### src/rtl/dm_arbiter.sv
// dm_arbiter: shares one data-memory port between the core and the loader,
// sequences instruction-memory fences and counts writes between fences.
module dm_arbiter #(
  parameter bit PRIO_CORE = 1'b0
) (
  input  logic        i_clk,
  input  logic        i_rst_n,
  input  logic        i_c_req,
  input  logic        i_c_wen,
  input  logic [3:0]  i_c_ben,
  input  logic [13:0] i_c_addr,
  input  logic [31:0] i_c_wdata,
  output logic        o_c_gnt,
  output logic        o_c_rvalid,
  output logic [31:0] o_c_rdata,
  input  logic        i_l_req,
  input  logic        i_l_wen,
  input  logic [3:0]  i_l_ben,
  input  logic [13:0] i_l_addr,
  input  logic [31:0] i_l_wdata,
  output logic        o_l_gnt,
  output logic        o_l_rvalid,
  output logic [31:0] o_l_rdata,
  input  logic        i_l_fence,
  output logic        o_l_fence_done,
  output logic        o_dm_ren,
  output logic        o_dm_wen,
  output logic [3:0]  o_dm_ben,
  output logic [13:0] o_dm_addr,
  output logic [31:0] o_dm_wdata,
  input  logic [31:0] i_dm_rdata,
  output logic        o_fence_i,
  input  logic        i_ready,
  output logic [7:0]  o_wr_cnt
);

  typedef enum logic [1:0] {
    RUN          = 2'd0,
    FENCE_ISSUE  = 2'd1,
    FENCE_DRAIN  = 2'd2,
    FENCE_RESUME = 2'd3
  } state_e;

  state_e      state_q;
  logic        last_l_q;
  logic        rd_pend_q;
  logic        rd_own_l_q;
  logic [7:0]  wr_cnt_q;
  logic [7:0]  wr_cnt_d;
  logic        gnt_en_s;
  logic        c_gnt_s;
  logic        l_gnt_s;
  logic        any_gnt_s;
  logic        gnt_wen_s;

  // Gating with i_rst_n makes grants and the memory port drop the instant reset asserts.
  assign gnt_en_s  = i_rst_n && (state_q == RUN) && i_ready && !i_l_fence;
  assign any_gnt_s = c_gnt_s | l_gnt_s;
  assign gnt_wen_s = l_gnt_s ? i_l_wen : i_c_wen;

  always_comb begin
    c_gnt_s = 1'b0;
    l_gnt_s = 1'b0;
    if (gnt_en_s) begin
      if (i_c_req && i_l_req) begin
        if (PRIO_CORE || last_l_q) begin
          c_gnt_s = 1'b1;
        end else begin
          l_gnt_s = 1'b1;
        end
      end else begin
        c_gnt_s = i_c_req;
        l_gnt_s = i_l_req;
      end
    end else begin
      c_gnt_s = 1'b0;
      l_gnt_s = 1'b0;
    end
  end

  always_comb begin
    o_dm_ren   = 1'b0;
    o_dm_wen   = 1'b0;
    o_dm_ben   = 4'h0;
    o_dm_addr  = 14'h0;
    o_dm_wdata = 32'h0;
    if (c_gnt_s) begin
      o_dm_ren   = !i_c_wen;
      o_dm_wen   = i_c_wen;
      o_dm_ben   = i_c_ben;
      o_dm_addr  = i_c_addr;
      o_dm_wdata = i_c_wdata;
    end else if (l_gnt_s) begin
      o_dm_ren   = !i_l_wen;
      o_dm_wen   = i_l_wen;
      o_dm_ben   = i_l_ben;
      o_dm_addr  = i_l_addr;
      o_dm_wdata = i_l_wdata;
    end else begin
      o_dm_ren   = 1'b0;
      o_dm_wen   = 1'b0;
      o_dm_ben   = 4'h0;
      o_dm_addr  = 14'h0;
      o_dm_wdata = 32'h0;
    end
  end

  // The counter clears on fence entry, so it already reads 0 throughout FENCE_ISSUE.
  always_comb begin
    wr_cnt_d = wr_cnt_q;
    if ((state_q == RUN) && i_l_fence) begin
      wr_cnt_d = 8'd0;
    end else if (any_gnt_s && gnt_wen_s && (wr_cnt_q != 8'hFF)) begin
      wr_cnt_d = wr_cnt_q + 8'd1;
    end else begin
      wr_cnt_d = wr_cnt_q;
    end
  end

  always_ff @(posedge i_clk or negedge i_rst_n) begin
    if (!i_rst_n) begin
      state_q <= RUN;
    end else begin
      case (state_q)
        RUN:          if (i_l_fence) state_q <= FENCE_ISSUE;
        FENCE_ISSUE:  state_q <= FENCE_DRAIN;
        FENCE_DRAIN:  if (!i_ready) state_q <= FENCE_RESUME;
        FENCE_RESUME: if (i_ready) state_q <= RUN;
        default:      state_q <= RUN;
      endcase
    end
  end

  // last_l_q resets to "loader" so the core wins the first contended cycle.
  always_ff @(posedge i_clk or negedge i_rst_n) begin
    if (!i_rst_n) begin
      last_l_q   <= 1'b1;
      rd_pend_q  <= 1'b0;
      rd_own_l_q <= 1'b0;
      wr_cnt_q   <= 8'd0;
    end else begin
      if (any_gnt_s) begin
        last_l_q <= l_gnt_s;
      end
      rd_pend_q  <= any_gnt_s && !gnt_wen_s;
      rd_own_l_q <= l_gnt_s;
      wr_cnt_q   <= wr_cnt_d;
    end
  end

  assign o_c_gnt        = c_gnt_s;
  assign o_l_gnt        = l_gnt_s;
  assign o_c_rvalid     = rd_pend_q && !rd_own_l_q;
  assign o_l_rvalid     = rd_pend_q && rd_own_l_q;
  assign o_c_rdata      = o_c_rvalid ? i_dm_rdata : 32'h0;
  assign o_l_rdata      = o_l_rvalid ? i_dm_rdata : 32'h0;
  assign o_fence_i      = (state_q == FENCE_ISSUE);
  assign o_l_fence_done = (state_q == FENCE_RESUME) && i_ready;
  assign o_wr_cnt       = wr_cnt_q;

endmodule

### config.mk
export PLATFORM = sky130hd
export DESIGN_NAME = dm_arbiter
export DESIGN_NICKNAME = d
export VERILOG_FILES = /design/src/rtl/dm_arbiter.sv
export SDC_FILE = /design/constraint.sdc
export NUM_CORES = 1
export LEC_CHECK = 0
export ABC_AREA = 1
export BUFFER_PORTS_ARGS = -buffer_cell sky130_fd_sc_hd__clkbuf_2
export CAP_MARGIN = 40
export CORE_AREA = 2 2 106 108
export DETAILED_ROUTE_END_ITERATION = 7
export DIE_AREA = 0 0 108 110
export SYNTH_ARGS = -nofsm -noshare
export SYNTH_HDL_FRONTEND = slang
export SYNTH_SLANG_ARGS = --single-unit
### constraint.sdc
create_clock -name i_clk -period 5.25 [get_ports i_clk]
set_clock_uncertainty 0.1 [all_clocks]
set_input_delay 1.3125 -clock i_clk [delete_from_list [all_inputs] [get_ports i_clk]]
set_output_delay 1.3125 -clock i_clk [all_outputs]
set_load 0.005 [all_outputs]
Yosys cells after proc, flatten, opt, wreduce, memory -nomap -nowiden

Cells that the tools add are included.

Latch bits: 0
Bits in writable memories: 0
Input port bits: 140
Logic and storage cells: 58
Bits in registers: 13
Memories: 0
Memory bits (read-only): 0
Output and inout bits: 130

Div/mod/pow operators: 0
Multiply operators: 0
Mux-type cells: 25
Equal/unequal tests: 7
Shift-type cells: 0
Magnitude comparators: 0
Bitwise gates (word level): 1
Reduce and logical (&&, ||, !) cells: 19
Add/subtract/negate cells: 1

Operators by type and width:

| kind                                           | number |
|---|---|
| 2-to-1 mux 32 bit                              | 4 |
| 2-to-1 mux 14 bit                              | 2 |
| 2-to-1 mux 8 bit                               | 2 |
| logical AND 1 bit                              | 11 |
| 2-to-1 mux 1 bit                               | 11 |
| adder 8 x 1 -> 8 bit (second input constant)   | 1 |
| 2-to-1 mux 4 bit                               | 2 |
| != test 8 bit (second input constant)          | 1 |
| one-hot mux 2 bit (4 select lines)             | 1 |
| 2-to-1 mux 2 bit                               | 3 |
| != test 2 bit (second input constant)          | 3 |
| zero test 1 bit                                | 5 |
| == test 2 bit (second input constant)          | 2 |
| AND reduction 3 bit                            | 1 |
| == test 2 x 1 -> 1 bit (second input constant) | 1 |
| zero test 2 bit                                | 1 |
| nonzero test 2 bit                             | 1 |
| OR 1 bit                                       | 1 |

Depth between registers and ports, before layout

Gate-level depths: netlist of the first run.

Depth after elaboration: 10
Mapped depth: 10
Mapped depth without buffers: 10

Least setup slack after synthesis of the first run

OpenSTA, ideal clock, no wires.

Path kind: input to output
Start point: input i_l_fence
End point: output o_dm_addr[10]
Path buffers: 1
Stages on the path: 7
Data required time: 3838 ps
Data arrival time: 2014 ps
Setup slack: 1823 ps
Cell sequence: inv_1 > nand2_1 > nor2_4 > nand2_1 > inv_2 > buf_4 > a22o_1

Elaborated cells on any way between the ends: 6
Classes of those cells: mux: 4; reduce/logical: 2

RTL lines:

| element            | RTL line | RTL |
|---|---|---|
| start: declaration | 24       | `input logic i_l_fence,` |
| zero test 1 bit    | 57       | `assign gnt_en_s = i_rst_n && (state_q == RUN) && i_ready && !i_l_fence;` |
| logical AND 1 bit  | 57       |  |
| 2-to-1 mux 1 bit   | 64       | `if (gnt_en_s) begin` |
| named net o_c_gnt  | 13       | `output logic o_c_gnt,` |
| 2-to-1 mux 14 bit  | 87       | `if (c_gnt_s) begin` |
| end: declaration   | 29       | `output logic [13:0] o_dm_addr,` |

The timed path passes the listed nets, and every way through them passes these cells.

Worst setup path after layout of the first run

Start point: input i_rst_n
End point: output o_dm_wdata[27]

Word-level cells in the longest chain between the ends: 6
Elaborated cells on any way between the ends: 7
Classes of those cells: mux: 4; reduce/logical: 3

Ends and longest elaborated chain:

| element                             | RTL line | RTL |
|---|---|---|
| start: declaration                  | 7        | `input logic i_rst_n,` |
| logical AND 1 bit (*) (3 in series) | 57       |  |
| 2-to-1 mux 1 bit                    | 64       |  |
| 2-to-1 mux 32 bit                   | 93       | `end else if (l_gnt_s) begin` |
| 2-to-1 mux 32 bit (*)               | 87       |  |
| end: declaration                    | 30       | `output logic [31:0] o_dm_wdata,` |

Mark *: on every way between the ends. The rest lies on a longest branch, timed or not.

==> results of run 1 <==
[placed cells by master, fill, tap and decap left out, types with 3 or more instances in the layout]
master / instances
nand2_1: 34
ha_1: 6
nor2_1: 73
clkbuf_2: 269
nand4_1: 5
a22o_1: 50
nand2_2: 3
inv_2: 3
o21ai_0: 7
clkbuf_8: 3
nand3_1: 13
inv_1: 50
dfrtp_1: 12
[routing by layer]
| metal | global-route usage (%) | vias up |
|---|---|---|
| li1 | - | 1435 |
| met5 | 0 | - |
| met2 | 20.26 | 176 |
| met1 | 17.79 | 1249 |
| met4 | 1.648 | 0 |
| met3 | 6.232 | 2 |
[registers in the layout, indices dropped and copies added, names as in the netlist]
| name | cells |
|---|---|
| last_l_q | 1 |
| o_wr_cnt | 8 |
| rd_own_l_q | 1 |
| rd_pend_q | 1 |
| state_q | 2 |
[logic make-up (layout without fill, tap and decap cells)]
group | Yosys count | count (layout) | synth area share (%)
and+or+nand+nor | 132 | 132 | 31.25
adders and majority gates | 6 | 6 | 4.261
DFF | 13 | 13 | 18.54
xor gates and xnor gates | 1 | 1 | 0.4972
AOI/OAI and AO/OA | 61 | 61 | 28.41
buffers and inverters | 70 | 328 | 17.05
[how the worst min path moves through the flow]
stage	slack (ns)	end	depth (start not counted)	startpoint
global placement	0.43	last_l_q	2	last_l_q
global route	0.46	last_l_q	2	last_l_q
CTS	0.42	last_l_q	2	last_l_q
finish	0.42	last_l_q	2	last_l_q
floorplan	0.38	last_l_q	2	last_l_q
detailed placement	0.43	last_l_q	2	last_l_q
[power groups by stage]
stage               clock (µW)  sequential, µW  combinational, µW
floorplan                    0             131                110
global route              91.3             136                243
detailed placement           0             134                214
global placement             0             136                211
CTS                       87.4             133                214
finish                    84.6             134                214
[critical path, cell delays in order]
cell and delay [ns]:
clkbuf_2 0.29, nand2_2 0.10, nor2_4 0.15, nand2_1 0.10
inv_2 0.62, a22o_1 0.28, clkbuf_2 0.13
[stage by stage]
step                area, µm²  total power [µW]  hold slack, ns  setup slack [ns]  std cells
CTS                      3249             434.7          0.4235            0.7950        681
detailed placement       3204             347.7          0.4257            0.7973        677
global route             3249             470.3          0.4597            0.5904        681
finish                   3249             432.0          0.4233            0.8150        681
floorplan                1762             241.0          0.3807             1.823        283
global placement         3189             346.4          0.4270            0.7997        676
[Yosys cell counts]
cell type / count
dfstp_2: 1
ha_1: 6
buf_4: 10
nand2_4: 1
or2_2: 1
nor3_1: 1
nand4_1: 5
inv_2: 3
o21ai_0: 7
nand2_1: 34
o211ai_1: 1
clkbuf_1: 6
xor2_1: 1
inv_1: 50
a21boi_1: 1
a22o_1: 50
o21bai_1: 1
nor2_1: 73
nand2_2: 3
dfrtp_1: 12
nand3_1: 13
a21oi_1: 1
buf_1: 1
nor2_4: 1
[final cells by class]
type / instances / area (µm²) / area share [%]
well taps: 140 / 175.2 / 5.391
flip-flops and latches: 13 / 326.6 / 10.05
multi-input cells: 200 / 1135 / 34.92
repair buffers: 271 / 1369 / 42.13
inverters: 53 / 198.9 / 6.122
clock buffers: 4 / 45.04 / 1.386
==> reports/results.ini, run 1 <==
[run_status]
outcome = finished, final reports clean

[clock_tree]
cts_resized = 0
cts_buffers = 3
hold_buffers = 0
cts_setup_buffers = 0
cts.sinks = 13
clk_path_buf_depth = 2
cts_tree = done
clkTransAtPathRegs_ns = 0.05
htree_levels = 1
cts_root_buf = clkbuf_8
clk_latency_ns = 0.23

[logic_synthesis]
synth.net_count = 429
synth.distinct_cells = 24
yosys_warnings = 0
synth_seq_cells = 13
netlist.area_leader.share_pct = 24.86
synthesis.instances = 283
synth_area_um2 = 1762
synth_top_area_cell = a22o_1
synth.avg_cell_area_um2 = 6.225
ys_seq_area_share_pct = 18.54
synth_top_cells_by_area = a22o_1 25%, dfrtp_1 17%, nor2_1 16%, inv_1 11%, nand2_1 7.2%

[timing]
fin_crit_sh_pct = 84.48
max-slew-margin-rel_pct = 43.00
setup_viol = 0
grt_setup_unrepaired = no
fin_crit_ns = 4.435
hold_violations = 0
report.final.slew_viol_count = 0
tns_ns = 0
tightest_slew_ns = 0.8550
max_freq_mhz = 225.5

[power]
power.share.sequential_pct = 30.9
power_frac_clock_pct = 19.6
ir_drop_mv = 0.1289
power.density_nw_per_um2 = 133.0
netSwitchingFraction_pct = 37.20
p_int_uw = 271.3
p_switching_uw = 160.7
total_leakage_power_uw = 0.002179
combPwrFrac_pct = 49.5

[grt]
grt_antenna_before_repair = 0
grt.total_usage_pct = 13.35
grt_pass1_vias = 2414
grt-ovfl-total = 0
grt_max_degree = 53
grt_pass1_wl_um = 12280

[critical_path]
crit_end = o_dm_wdata[27]
critPathCaptureType = output pin
arrival_ns = 3.02
r2r_setup_slack_ns = 3.21
required_ns = 3.84
critPathLaunchType = input port
path_max_fanout = 52
r2r_cells = 7
r2r_start = state_q[1]
startpoint = i_rst_n
path_class = input port to output pin
r2r_end = last_l_q

[route]
routed-wl-met2_um = 4184
drc = 0
route.met3.wl_um = 1320
wirelength_um = 9386
drtPass1Iterations = 4
antenna_left = 0
vias = 2862
drt_iter0_markers = 152
routedWlPerCell_um = 13.78
viasPerCell = 4.203
highest_layer = met4
wl_met1_um = 3861

[floorplan]
initial_core_util_pct = 16.47
core-area_um2 = 10700
die_y_um = 110
io_pins = 270
core.rowCount = 38
die_x_um = 108
die_area_um2 = 11880

[flow_run]
drv_cap = 0

[final_layout]
utilization_pct = 30.37
syn_to_final_growth_pct = 84.45
diodes = 0
drive_gt1_share_pct = 52.50
fill_cells = 1204
nets = 688

[placement]
hpwl_um = 8174
port_buffers = 269
gp_congestion = 0.7992

[worst_hold_path]
hold_class = flip-flop to flip-flop

No activity file was read; power rests on OpenSTA's default activity.
==> inputs of run 2 (changes only) <==
--- a/config.mk
+++ b/config.mk
@@ -5,7 +5,7 @@
 export SDC_FILE = /design/constraint.sdc
 export NUM_CORES = 1
 export LEC_CHECK = 0
-export ABC_AREA = 1
+export ABC_AREA = 0
 export BUFFER_PORTS_ARGS = -buffer_cell sky130_fd_sc_hd__clkbuf_2
 export CAP_MARGIN = 40
 export CORE_AREA = 2 2 106 108
==> constraint.sdc (replaced) <==
create_clock -name i_clk -period 3.68 [get_ports i_clk]
set_clock_uncertainty 0.1 [all_clocks]
set_input_delay 0.92 -clock i_clk [delete_from_list [all_inputs] [get_ports i_clk]]
set_output_delay 0.92 -clock i_clk [all_outputs]
set_load 0.005 [all_outputs]
==> reports/results.ini, run 2 <==
[run_status]
outcome = finished, final reports clean  ; unchanged

[route]
antenna_left = 0  ; unchanged
wirelength_um = 8892  ; was 9386 µm
drtPass1Iterations = 4  ; unchanged
viasPerCell = 4.506  ; was 4.203
vias = 2780  ; was 2862
routedWlPerCell_um = 14.41  ; was 13.78 µm
drt_iter0_markers = 95  ; was 152
drc = 0  ; unchanged

[floorplan]
die_area_um2 = 11880  ; unchanged
die_y_um = 110  ; unchanged
die_x_um = 108  ; unchanged
initial_core_util_pct = 16.39  ; was 16.47%
core-area_um2 = 10700  ; unchanged
io_pins = 270  ; unchanged
core.rowCount = 38  ; unchanged

[timing]
setup_viol = 0  ; unchanged
tns_ns = 0  ; unchanged
holdWs_ns = 0.4012  ; was 0.4233 ns
fin_crit_ns = 3.216
grt_setup_unrepaired = no  ; unchanged
max-slew-margin-rel_pct = 68.38  ; was 43.00%
tightest_slew_ns = 0.4650  ; was 0.8550 ns
fin_crit_sh_pct = 87.39
max_freq_mhz = 311.0
report.final.slew_viol_count = 0  ; unchanged
hold_violations = 0  ; unchanged

[grt]
grt_max_degree = 55  ; was 53
grt_antenna_before_repair = 0  ; unchanged
grt_pass1_vias = 2485  ; was 2414
grt_pass1_wl_um = 12050  ; was 12280 µm
grt-ovfl-total = 0  ; unchanged
grt.total_usage_pct = 12.50  ; was 13.35%

[final_layout]
regArea_um2 = 326.6  ; unchanged
largest_reg_flops = 8  ; unchanged
fill_cells = 1164  ; was 1204
final_common_cell = clkbuf_2  ; unchanged
multi_input_area_um2 = 1336  ; was 1135 µm²
drive_gt1_share_pct = 60.38  ; was 52.50%
layout_common_cells = 269 x clkbuf_2, 51 x a22o_1, 36 x and2_1, 32 x and3_1, 12 x dfrtp_1  ; was 269 x clkbuf_2, 73 x nor2_1, 50 x inv_1, 50 x a22o_1, 34 x nand2_1
final_cells = 617  ; was 681
diodes = 0  ; unchanged
nets = 624  ; was 688
syn_to_final_growth_pct = 89.36  ; was 84.45%

[logic_synthesis]
ys_seq_area_share_pct = 18.63  ; was 18.54%
synth_most_common_cell = a22o_1  ; was nor2_1
synth.avg_cell_area_um2 = 8.041  ; was 6.225 µm²
synthesis.instances = 218  ; was 283
synth_area_um2 = 1753  ; was 1762 µm²
yosys_warnings = 0  ; unchanged
synth_top_area_cell = a22o_1  ; unchanged
async_flop_share_pct = 100.0  ; unchanged
synth_common_cells = 51 x a22o_1, 37 x and2_1, 32 x and3_1, 17 x clkbuf_1, 12 x dfrtp_1  ; was 73 x nor2_1, 50 x a22o_1, 50 x inv_1, 34 x nand2_1, 13 x nand3_1
synth.net_count = 364  ; was 429
synth_seq_cells = 13  ; unchanged
synth.distinct_cells = 31  ; was 24
netlist.area_leader.share_pct = 25.48  ; was 24.86%
synth_ff_type = dfrtp_1  ; unchanged
synth_edf_count = 0  ; unchanged
synth_top_cells_by_area = a22o_1 25%, dfrtp_1 17%, and2_1 13%, and3_1 11%, ha_1 4.3%  ; was a22o_1 25%, dfrtp_1 17%, nor2_1 16%, inv_1 11%, nand2_1 7.2%

[critical_path]
path_class = input port to output pin  ; unchanged
arrival_ns = 2.20  ; was 3.02 ns
required_ns = 2.66  ; was 3.84 ns
critPathLaunchType = input port  ; unchanged
path_max_fanout = 54  ; was 52
critPathCaptureType = output pin  ; unchanged

[clock_tree]
hold_buffers = 0  ; unchanged
clk_path_buf_depth = 2  ; unchanged
htree_levels = 1  ; unchanged
cts_resized = 0  ; unchanged
clk_latency_ns = 0.24  ; was 0.23 ns
clkTransAtPathRegs_ns = 0.05  ; about the same
cts_buffers = 3  ; unchanged
cts_root_buf = clkbuf_8  ; unchanged
cts_tree = done  ; unchanged
cts.sinks = 13  ; unchanged
cts_setup_buffers = 0  ; unchanged

[placement]
hpwl_um = 7578  ; was 8174 µm
dp_cells = 613  ; was 677
port_buffers = 269  ; unchanged
gp_congestion = 0.7497  ; was 0.7992

[worst_hold_path]
hold_class = input port to asynchronous set/reset pin  ; was flip-flop to flip-flop

[flow_run]
drv_cap = 0  ; unchanged

[power]
power.density_nw_per_um2 = 192.4  ; was 133.0 nW/µm²
total_leakage_power_uw = 0.002058  ; was 0.002179 µW
ir_drop_mv = 0.2136  ; was 0.1289 mV

run 2: cell count changes in the layout (fill, tap and decap cells not counted), moves of 9 or more:
cell     delta
and2_1     +36
and3_1     +32
inv_1      -45
nand2_1    -27
nand3_1     -9
nor2_1     -72
run 2: path summary, 6_finish.rpt:
kind	end	from	slack, ns	depth (start not counted)
worst max-delay path	o_dm_ren	i_rst_n	0.46	7
min in group i_clk	o_wr_cnt[6]	o_wr_cnt[6]	0.42	1
max in group asynchronous	o_wr_cnt[4]	i_rst_n	2.72	2
worst max register to register	o_wr_cnt[3]	state_q[0]	1.54	6
worst min-delay path	rd_pend_q	i_rst_n	0.40	1
worst min register to register	o_wr_cnt[6]	o_wr_cnt[6]	0.42	1
run 2: kinds of logic (layout without fill, tap and decap cells):
kind of cell	after synthesis	after routing	synth area share [%]
compound gates	68	68	32.62
flops	13	13	18.63
buf+inv	25	284	5.567
fa+ha+maj	6	6	4.283
mux	7	7	4.354
simple gates	99	99	34.55
run 2: cell type report:
type                    count  area share [%]
well taps                 140           5.277
clock buffers               3           1.244
multi-input cells         180           40.26
flip-flops and latches     13           9.838
repair buffers            275           42.67
clock inverters             1          0.1508
inverters                   5          0.5654
run 2: per-layer routing:
layer  vias up  track usage, %  wire length (µm)
met4         0           1.190                13
met2       135           24.89              4885
met1      1294           14.94              3419
met3         2           1.176               574
li1       1349               -                 -
met5         -               0                 0
run 2: through the flow:
step                cell area (µm²)  setup slack (ns)  utilization (%)  total power, µW
floorplan                      1753            0.7237                -            349.6
global placement               3273            0.5121            30.60            505.3
detailed placement             3273            0.4596            30.60            517.2
CTS                            3319            0.4426            31.03            647.1
global route                   3319            0.3642            31.03            689.0
finish                         3319            0.4642            31.03            638.8
run 2: critical path: stages:
cell and delay, ns:
clkbuf_2 0.17, and4b_1 0.28, and2_2 0.19, buf_12 0.22, inv_1 0.09, o21ai_0 0.17
clkbuf_2 0.14
run 2: power by group:
part / total, µW / internal (µW) / switching, µW
clock network: 127 / 74.7 / 52.6
registers: 199 / 171 / 27.8
logic: 312 / 157 / 155
total: 639 / 403 / 236
